<file path="config.mk">
export PLATFORM = sky130hd
export DESIGN_NAME = muldiv_unit
export DESIGN_NICKNAME = d
export VERILOG_FILES = /design/src/rtl/muldiv_unit.sv
export SDC_FILE = /design/constraint.sdc
export NUM_CORES = 1
export LEC_CHECK = 0
export CAP_MARGIN = 10
export CORE_MARGIN = 2
export CORE_UTILIZATION = 55
export DETAILED_ROUTE_END_ITERATION = 16
export PLACE_DENSITY = 0.77
export SLEW_MARGIN = 40
export SYNTH_ARGS = -nofsm -noshare
export SYNTH_HDL_FRONTEND = slang
export SYNTH_SLANG_ARGS = --single-unit
</file>
<file path="constraint.sdc">
create_clock -name i_clk -period 3.8 [get_ports i_clk]
set_input_delay 0.95 -clock i_clk [delete_from_list [all_inputs] [get_ports i_clk]]
set_output_delay 0.95 -clock i_clk [all_outputs]
set_load 0.02 [all_outputs]
</file>
<file path="src/rtl/muldiv_unit.sv">
`default_nettype none
// ============================================================================
// Module      : muldiv_unit
// Description : Iterative multiply/divide unit for the EX stage. Runs
//               MULT/MULTU/DIV/DIVU as WIDTH radix-2 steps on operand
//               magnitudes, then applies sign correction in a final FIX cycle.
//               Owns the architectural HI/LO pair and executes MTHI/MTLO.
//
// Ports       : i_clk    - clock, rising edge
//               i_rst    - synchronous active-high reset
//               i_valid  - request, sampled while o_ready=1
//               o_ready  - idle, can accept a request (~o_busy)
//               i_op     - 000 MULT, 001 MULTU, 010 DIV, 011 DIVU,
//                          100 MTHI, 101 MTLO, 11x no-op
//               i_src1   - multiplicand / dividend / MTHI-MTLO data
//               i_src2   - multiplier / divisor
//               i_flush  - kill any in-flight operation, drop new request
//               o_busy   - multi-cycle operation in progress
//               o_done   - one-cycle pulse, HI/LO just written by MULT/DIV
//               o_hi     - HI (product high half / remainder)
//               o_lo     - LO (product low half / quotient)
//
// Config      : MULDIV_FASTPATH_EN - when defined, a divide by zero goes
//               straight from IDLE to FIX (o_done two cycles after accept).
//
// Revision    : 1.0 - initial release
// ============================================================================
module muldiv_unit #(
    parameter int WIDTH = 32,
    parameter int CNT_W = 6
) (
    input  logic             i_clk,
    input  logic             i_rst,
    input  logic             i_valid,
    output logic             o_ready,
    input  logic [2:0]       i_op,
    input  logic [WIDTH-1:0] i_src1,
    input  logic [WIDTH-1:0] i_src2,
    input  logic             i_flush,
    output logic             o_busy,
    output logic             o_done,
    output logic [WIDTH-1:0] o_hi,
    output logic [WIDTH-1:0] o_lo
);

    localparam logic [2:0] c_op_mthi = 3'b100;
    localparam logic [2:0] c_op_mtlo = 3'b101;

    typedef enum logic [1:0] {
        ST_IDLE = 2'd0,
        ST_CALC = 2'd1,
        ST_FIX  = 2'd2
    } state_t;

    state_t r_state;
    state_t w_state_next;

    // Architectural registers
    logic [WIDTH-1:0] r_hi;
    logic [WIDTH-1:0] r_lo;
    logic             r_done;

    // Working registers for the iterative operation
    logic [WIDTH-1:0] r_acc_hi;   // partial product high / partial remainder
    logic [WIDTH-1:0] r_acc_lo;   // multiplier shifting out / quotient shifting in
    logic [WIDTH-1:0] r_b;        // |src2|
    logic [WIDTH-1:0] r_src1;     // raw dividend, returned as HI on divide by zero
    logic [CNT_W-1:0] r_cnt;
    logic             r_is_div;
    logic             r_neg_q;    // product / quotient sign
    logic             r_neg_r;    // remainder sign (dividend sign)
    logic             r_div_zero;

    logic             w_accept;
    logic             w_is_muldiv;
    logic             w_is_signed;
    logic             w_src2_zero;
    logic             w_neg1;
    logic             w_neg2;
    logic [WIDTH-1:0] w_mag1;
    logic [WIDTH-1:0] w_mag2;

    logic [WIDTH:0]   w_mul_sum;
    logic [WIDTH:0]   w_div_shift;
    logic [WIDTH-1:0] w_div_rem;
    logic             w_div_ok;
    logic [WIDTH-1:0] w_step_hi;
    logic [WIDTH-1:0] w_step_lo;

    logic [2*WIDTH-1:0] w_prod;
    logic [2*WIDTH-1:0] w_prod_s;
    logic [WIDTH-1:0]   w_fix_hi;
    logic [WIDTH-1:0]   w_fix_lo;

    // ------------------------------------------------------------------------
    // Request decode and operand magnitudes
    // ------------------------------------------------------------------------
    assign o_busy      = (r_state != ST_IDLE);
    assign o_ready     = ~o_busy;
    assign o_done      = r_done;
    assign o_hi        = r_hi;
    assign o_lo        = r_lo;

    assign w_accept    = i_valid & o_ready & ~i_flush;
    assign w_is_muldiv = ~i_op[2];
    assign w_is_signed = ~i_op[0];
    assign w_src2_zero = (i_src2 == '0);
    assign w_neg1      = w_is_signed & i_src1[WIDTH-1];
    assign w_neg2      = w_is_signed & i_src2[WIDTH-1];
    assign w_mag1      = w_neg1 ? (-i_src1) : i_src1;
    assign w_mag2      = w_neg2 ? (-i_src2) : i_src2;

    // ------------------------------------------------------------------------
    // One radix-2 step. Multiply: shift-add, with the product high half
    // growing in r_acc_hi while the multiplier drains out of r_acc_lo.
    // Divide: restoring division, dividend bits shift from r_acc_lo into the
    // partial remainder and quotient bits shift in behind them.
    // ------------------------------------------------------------------------
    assign w_mul_sum   = {1'b0, r_acc_hi} + (r_acc_lo[0] ? {1'b0, r_b} : '0);
    assign w_div_shift = {r_acc_hi, r_acc_lo[WIDTH-1]};
    assign w_div_ok    = (w_div_shift >= {1'b0, r_b});
    // When the subtract succeeds the true remainder is below r_b, so the
    // modulo-2^WIDTH difference is exact.
    assign w_div_rem   = w_div_shift[WIDTH-1:0] - r_b;

    always_comb begin
        w_step_hi = r_acc_hi;
        w_step_lo = r_acc_lo;
        if (r_is_div) begin
            w_step_hi = w_div_ok ? w_div_rem : w_div_shift[WIDTH-1:0];
            w_step_lo = {r_acc_lo[WIDTH-2:0], w_div_ok};
        end else begin
            {w_step_hi, w_step_lo} = {w_mul_sum, r_acc_lo[WIDTH-1:1]};
        end
    end

    // ------------------------------------------------------------------------
    // Sign correction / final result selection
    // ------------------------------------------------------------------------
    assign w_prod   = {r_acc_hi, r_acc_lo};
    assign w_prod_s = r_neg_q ? (-w_prod) : w_prod;

    always_comb begin
        w_fix_hi = w_prod_s[2*WIDTH-1:WIDTH];
        w_fix_lo = w_prod_s[WIDTH-1:0];
        if (r_div_zero) begin
            w_fix_hi = r_src1;
            w_fix_lo = '1;
        end else if (r_is_div) begin
            // MIN / -1 yields magnitude quotient 2^(WIDTH-1) with a positive
            // sign, which already reads back as MIN without any special case.
            w_fix_hi = r_neg_r ? (-r_acc_hi) : r_acc_hi;
            w_fix_lo = r_neg_q ? (-r_acc_lo) : r_acc_lo;
        end
    end

    // ------------------------------------------------------------------------
    // FSM
    // ------------------------------------------------------------------------
    always_ff @(posedge i_clk) begin
        if (i_rst) begin
            r_state <= ST_IDLE;
        end else begin
            r_state <= w_state_next;
        end
    end

    always_comb begin
        w_state_next = r_state;
        case (r_state)
            ST_IDLE: begin
                if (w_accept && w_is_muldiv) begin
`ifdef MULDIV_FASTPATH_EN
                    w_state_next = (i_op[1] && w_src2_zero) ? ST_FIX : ST_CALC;
`else
                    w_state_next = ST_CALC;
`endif
                end
            end
            ST_CALC: begin
                if (r_cnt == '0) begin
                    w_state_next = ST_FIX;
                end
            end
            ST_FIX: begin
                w_state_next = ST_IDLE;
            end
            default: begin
                w_state_next = ST_IDLE;
            end
        endcase
        if (i_flush) begin
            w_state_next = ST_IDLE;
        end
    end

    // ------------------------------------------------------------------------
    // Datapath
    // ------------------------------------------------------------------------
    always_ff @(posedge i_clk) begin
        if (i_rst) begin
            r_hi       <= '0;
            r_lo       <= '0;
            r_done     <= 1'b0;
            r_acc_hi   <= '0;
            r_acc_lo   <= '0;
            r_b        <= '0;
            r_src1     <= '0;
            r_cnt      <= '0;
            r_is_div   <= 1'b0;
            r_neg_q    <= 1'b0;
            r_neg_r    <= 1'b0;
            r_div_zero <= 1'b0;
        end else begin
            r_done <= 1'b0;
            case (r_state)
                ST_IDLE: begin
                    if (w_accept) begin
                        if (w_is_muldiv) begin
                            r_is_div   <= i_op[1];
                            r_neg_q    <= w_neg1 ^ w_neg2;
                            r_neg_r    <= w_neg1;
                            r_div_zero <= i_op[1] & w_src2_zero;
                            r_src1     <= i_src1;
                            r_b        <= w_mag2;
                            r_acc_hi   <= '0;
                            r_acc_lo   <= w_mag1;
                            r_cnt      <= CNT_W'(WIDTH - 1);
                        end else if (i_op == c_op_mthi) begin
                            r_hi <= i_src1;
                        end else if (i_op == c_op_mtlo) begin
                            r_lo <= i_src1;
                        end
                    end
                end
                ST_CALC: begin
                    r_acc_hi <= w_step_hi;
                    r_acc_lo <= w_step_lo;
                    r_cnt    <= r_cnt - CNT_W'(1);
                end
                ST_FIX: begin
                    if (!i_flush) begin
                        r_hi   <= w_fix_hi;
                        r_lo   <= w_fix_lo;
                        r_done <= 1'b1;
                    end
                end
                default: begin
                end
            endcase
        end
    end

endmodule
`default_nettype wire

</file>
==> impl_metrics.py <==
metrics = {
    "outcome": {
        "outcome": "finished clean",
    },
    "yosys": {
        "synthTopCellsByArea": "sky130_fd_sc_hd__dfxtp_1, sky130_fd_sc_hd__a211oi_1, sky130_fd_sc_hd__a21oi_1, sky130_fd_sc_hd__nor2_1, sky130_fd_sc_hd__ha_1",
        "yosys_warnings": 0,
        "synth_nets": 2200,
        "yosys.cell_count.top_type": "sky130_fd_sc_hd__nor2_1",
        "syn_inst": 2057,
        "ys_seq_area_frac": 0.267,
        "synthDistinctLibCells": 85,
        "synth_async_sr_flop_share": 0,
        "yosys-top-cells-count": "sky130_fd_sc_hd__nor2_1, sky130_fd_sc_hd__nand2_1, sky130_fd_sc_hd__dfxtp_1",
        "yosysTopAreaCell": "sky130_fd_sc_hd__dfxtp_1",
        "synth_enable_flop_cells": 0,
        "synthDominantCellAreaShare": 0.267,
        "most_used_flip_flop_cell_after_synthesis": "sky130_fd_sc_hd__dfxtp_1",
        "postSynthRegisterBits": 205,
        "synthesis.area_per_instance_um2": 7.46,
        "synthesis.area_um2": 15300,
    },
    "routing": {
        "detail_route.vias_per_cell": 6.49,
        "post-route-drc-count": 0,
        "routedWlPerCell_um": 22.3,
        "detailedRoute.firstPassIterationCount": 5,
        "antenna_violating_nets_post_route": 0,
        "drt-total-wl_um": 57800,
        "via_count_of_the_routed_design": 16802,
        "drt_iter0_markers": 1934,
    },
    "clock_tree": {
        "cts.root.buffer_cell": "sky130_fd_sc_hd__clkbuf_16",
        "source_to_sink_clock_delay_at_the_later_pin_of_the_worst_skew_pair_ns": 0.54,
        "clk_pin_slew_worst_paths_ns": 0.06,
        "clock_sink_count": 205,
        "htree_num_levels": 1,
        "clock_path_buffers": 3,
        "cts.hold.buffers_added": 0,
        "tritoncts": "yes",
        "numCtsBuffers": 24,
    },
    "timing": {
        "setup_repair_after_global_routing_missed_its_margin": "no",
        "finalWorstPathRequiredPeriod_ns": 3.64,
        "period_share": 0.958,
        "worst_slew_pin_slew_ns": 0.937,
        "holdWs_ns": 0.454,
        "relSlewSlack": 0.375,
        "setup-violations-final": 0,
        "final_hold_viol_count": 0,
        "slew_violations": 0,
        "fmaxAchievable_ghz": 0.275,
        "skew_ns": 0.0271,
    },
    "flow_run": {
        "drv_cap": 0,
    },
    "worst_setup_path": {
        "critical_path_depth": 13,
        "cp_slowest_cell": "sky130_fd_sc_hd__o21ai_0",
        "worstRegToRegCells": 13,
        "critical_path_buf_inv_count": 3,
        "crit_path_cell_trace": "inv_1 -> buf_4 -> nor2_1 -> ha_1 -> a2111o_1 -> o21ai_0 -> a21oi_2 -> a221oi_1 -> buf_4 -> o311a_1 -> a21oi_1 -> mux2i_1 -> a221o_1",
        "timing.critical_path.max_delay_family": "compound AO/OA/AOI/OAI gates",
        "worst_path_largest_cell_delay_ns": 0.44,
        "path_class": "register to register",
        "cp.arrival_ns": 4.07,
        "critPathMostFrequentCell": "sky130_fd_sc_hd__buf_4",
        "path_max_fanout": 16,
        "critical_path_required_ns": 4.23,
        "setup.worst_path.start_class": "register",
        "worstSetupEndpointType": "register",
    },
    "pwr": {
        "p_leak_nw": 6.89,
        "powerDensity_nw_per_um2": 322,
        "vdd_drop_max_v": 0.000321,
    },
    "global_routing": {
        "first_global_vias": 15310,
        "grt_antenna_before_repair": 3,
        "global_route.overflow_total": 0,
        "grt_first_pass_wirelength_um": 86400,
        "grt_use_total": 0.380,
        "largest_net_degree_at_the_start_of_global_routing": 180,
    },
    "placement": {
        "portBuffers": 137,
        "numPlacedInstances": 2542,
        "place.gp.congestion": 1.03,
        "dpl.hpwl_um": 43000,
    },
    "worst_hold_path": {
        "timing.hold.worst.class": "register to register",
        "hold-path-cell-count": 2,
    },
    "floorplan": {
        "floorplan.io_pins": 138,
        "die_width_um": 171,
        "core_area_um2": 27600,
        "rows": 61,
        "design.die.area_um2": 29200,
        "initial_core_util": 0.555,
        "fp.dieH_um": 171,
    },
    "final_layout": {
        "layout-area-overhead-vs-synth_pct": 20.3,
        "final-instance-count-excl-fill": 2588,
        "layout.filler_cells": 2440,
        "drive_above_1_share": 0.0901,
        "final_net_count": 2333,
    },
}
==> final timing paths <==
| kind | start | endpoint | slack [ns] |
|---|---|---|---|
| worst max-delay path | r_acc_lo[0]$_SDFFE_PP0P_ | r_acc_hi[29]$_SDFFE_PP0P_ | 0.16 |
| worst min-delay path | o_lo[16]$_SDFFE_PP0P_ | o_lo[16]$_SDFFE_PP0P_ | 0.45 |
| worst max register to register | r_acc_lo[0]$_SDFFE_PP0P_ | r_acc_hi[29]$_SDFFE_PP0P_ | 0.16 |
| worst min register to register | o_lo[16]$_SDFFE_PP0P_ | o_lo[16]$_SDFFE_PP0P_ | 0.45 |
==> worst reg2reg max path, stage by stage (launching register included) <==
cell and delay (ns):
sky130_fd_sc_hd__dfxtp_1 0.36, sky130_fd_sc_hd__inv_1 0.22, sky130_fd_sc_hd__buf_4 0.28, sky130_fd_sc_hd__nor2_1 0.09, sky130_fd_sc_hd__ha_1 0.23, sky130_fd_sc_hd__a2111o_1 0.38, sky130_fd_sc_hd__o21ai_0 0.44, sky130_fd_sc_hd__a21oi_2 0.16
sky130_fd_sc_hd__a221oi_1 0.32, sky130_fd_sc_hd__buf_4 0.19, sky130_fd_sc_hd__o311a_1 0.31, sky130_fd_sc_hd__a21oi_1 0.13, sky130_fd_sc_hd__mux2i_1 0.14, sky130_fd_sc_hd__a221o_1 0.25
==> timing repair <==
item	in CTS	in global routing
endpoints found under the setup margin	0	6
buffers inserted	0	0
endpoints found under the hold margin	0	0
gates resized for setup	0	3
==> layer usage <==
layer | wire length, µm | share of wire | vias up | global-route usage
li1 | - | - | 7752 | -
met1 | 22700 | 0.39 | 7926 | 0.489
met2 | 25500 | 0.44 | 897 | 0.595
met3 | 5530 | 0.096 | 225 | 0.0583
met4 | 4090 | 0.071 | 2 | 0.237
met5 | 9 | 0.00016 | - | 0
==> logic make-up (layout without fill, tap and decap cells) <==
| family | Yosys count | count (layout) | share of synthesized area |
|---|---|---|---|
| AO/OA/AOI/OAI | 672 | 672 | 0.287 |
| XOR/XNOR | 169 | 169 | 0.0965 |
| adder cells (fa/ha/maj) | 72 | 72 | 0.0597 |
| buffers and inverters | 221 | 372 | 0.0579 |
| flip-flops | 205 | 205 | 0.267 |
| multiplexers | 45 | 45 | 0.0295 |
| other | 0 | 2 | 0 |
| AND/OR/NAND/NOR | 673 | 673 | 0.202 |
==> registers in the layout (all words and copies together), names as in the netlist, 2 cells and up <==
signal,flops
o_lo,32
r_acc_hi,32
o_hi,32
r_src1,32
r_cnt,6
r_b,32
r_state,2
r_acc_lo,32
==> power breakdown <==
group	switching (mW)	total, mW	internal [mW]	leakage, nW
clock network	0.978	2.47	1.50	0.404
registers	0.0702	2.28	2.21	1.66
logic	0.729	1.19	0.465	4.82
total	1.78	5.95	4.17	6.89
==> placed cells by master (no fill, tap or decap), types with 9 or more instances in the layout <==
cell / netlist / final
sky130_fd_sc_hd__nand3_1: 24 / 24
sky130_fd_sc_hd__inv_1: 69 / 69
sky130_fd_sc_hd__nor2_1: 241 / 240
sky130_fd_sc_hd__a22oi_1: 9 / 9
sky130_fd_sc_hd__or4_1: 17 / 17
sky130_fd_sc_hd__buf_4: 1 / 116
sky130_fd_sc_hd__a31oi_1: 15 / 14
sky130_fd_sc_hd__o21a_1: 11 / 11
sky130_fd_sc_hd__dfxtp_1: 205 / 204
sky130_fd_sc_hd__nor2b_1: 13 / 11
sky130_fd_sc_hd__a211oi_1: 133 / 133
sky130_fd_sc_hd__o211ai_1: 16 / 16
sky130_fd_sc_hd__a21o_1: 23 / 23
sky130_fd_sc_hd__clkdlybuf4s50_1: 1 / 136
sky130_fd_sc_hd__nor3_1: 47 / 47
sky130_fd_sc_hd__clkbuf_16: 0 / 24
sky130_fd_sc_hd__nand4_1: 11 / 11
sky130_fd_sc_hd__a2111oi_0: 10 / 10
sky130_fd_sc_hd__ha_1: 70 / 70
sky130_fd_sc_hd__o41ai_1: 10 / 10
sky130_fd_sc_hd__o22ai_1: 10 / 10
sky130_fd_sc_hd__mux2i_1: 43 / 43
sky130_fd_sc_hd__o221ai_1: 24 / 24
sky130_fd_sc_hd__nor4_1: 22 / 22
sky130_fd_sc_hd__o31ai_1: 33 / 33
sky130_fd_sc_hd__nand2_1: 214 / 213
sky130_fd_sc_hd__o21ai_0: 111 / 110
sky130_fd_sc_hd__xor2_1: 81 / 81
sky130_fd_sc_hd__a221o_1: 12 / 12
sky130_fd_sc_hd__xnor2_1: 88 / 88
sky130_fd_sc_hd__nand2b_1: 18 / 17
sky130_fd_sc_hd__or3_1: 19 / 19
sky130_fd_sc_hd__a21oi_1: 197 / 196
==> layout make-up <==
class                   instances  area (µm²)  area share
diodes                          2        5.00    0.000271
clock buffers                  33         664      0.0360
clock inverters                11         171     0.00929
inverters                      69         259      0.0140
multi-input cells            1631       10400       0.564
flip-flops and latches        205        4110       0.222
well taps                     378         473      0.0256
repair buffers                259        2360       0.128
==> per-stage QoR <==
step                utilization  power (mW)  setup WS, ns  area, µm²  TNS [ns]
detailed placement        0.637        3.47        -0.329      17600     -1.33
global placement          0.637        3.46        -0.278      17600     -1.09
finish                    0.668        5.95         0.161      18500         0
floorplan                     -        3.00         0.196      15300         0
CTS                       0.667        5.91         0.230      18400         0
global route              0.668        6.12        0.0181      18500         0
Note: power is estimated with default switching activity, not from simulation.
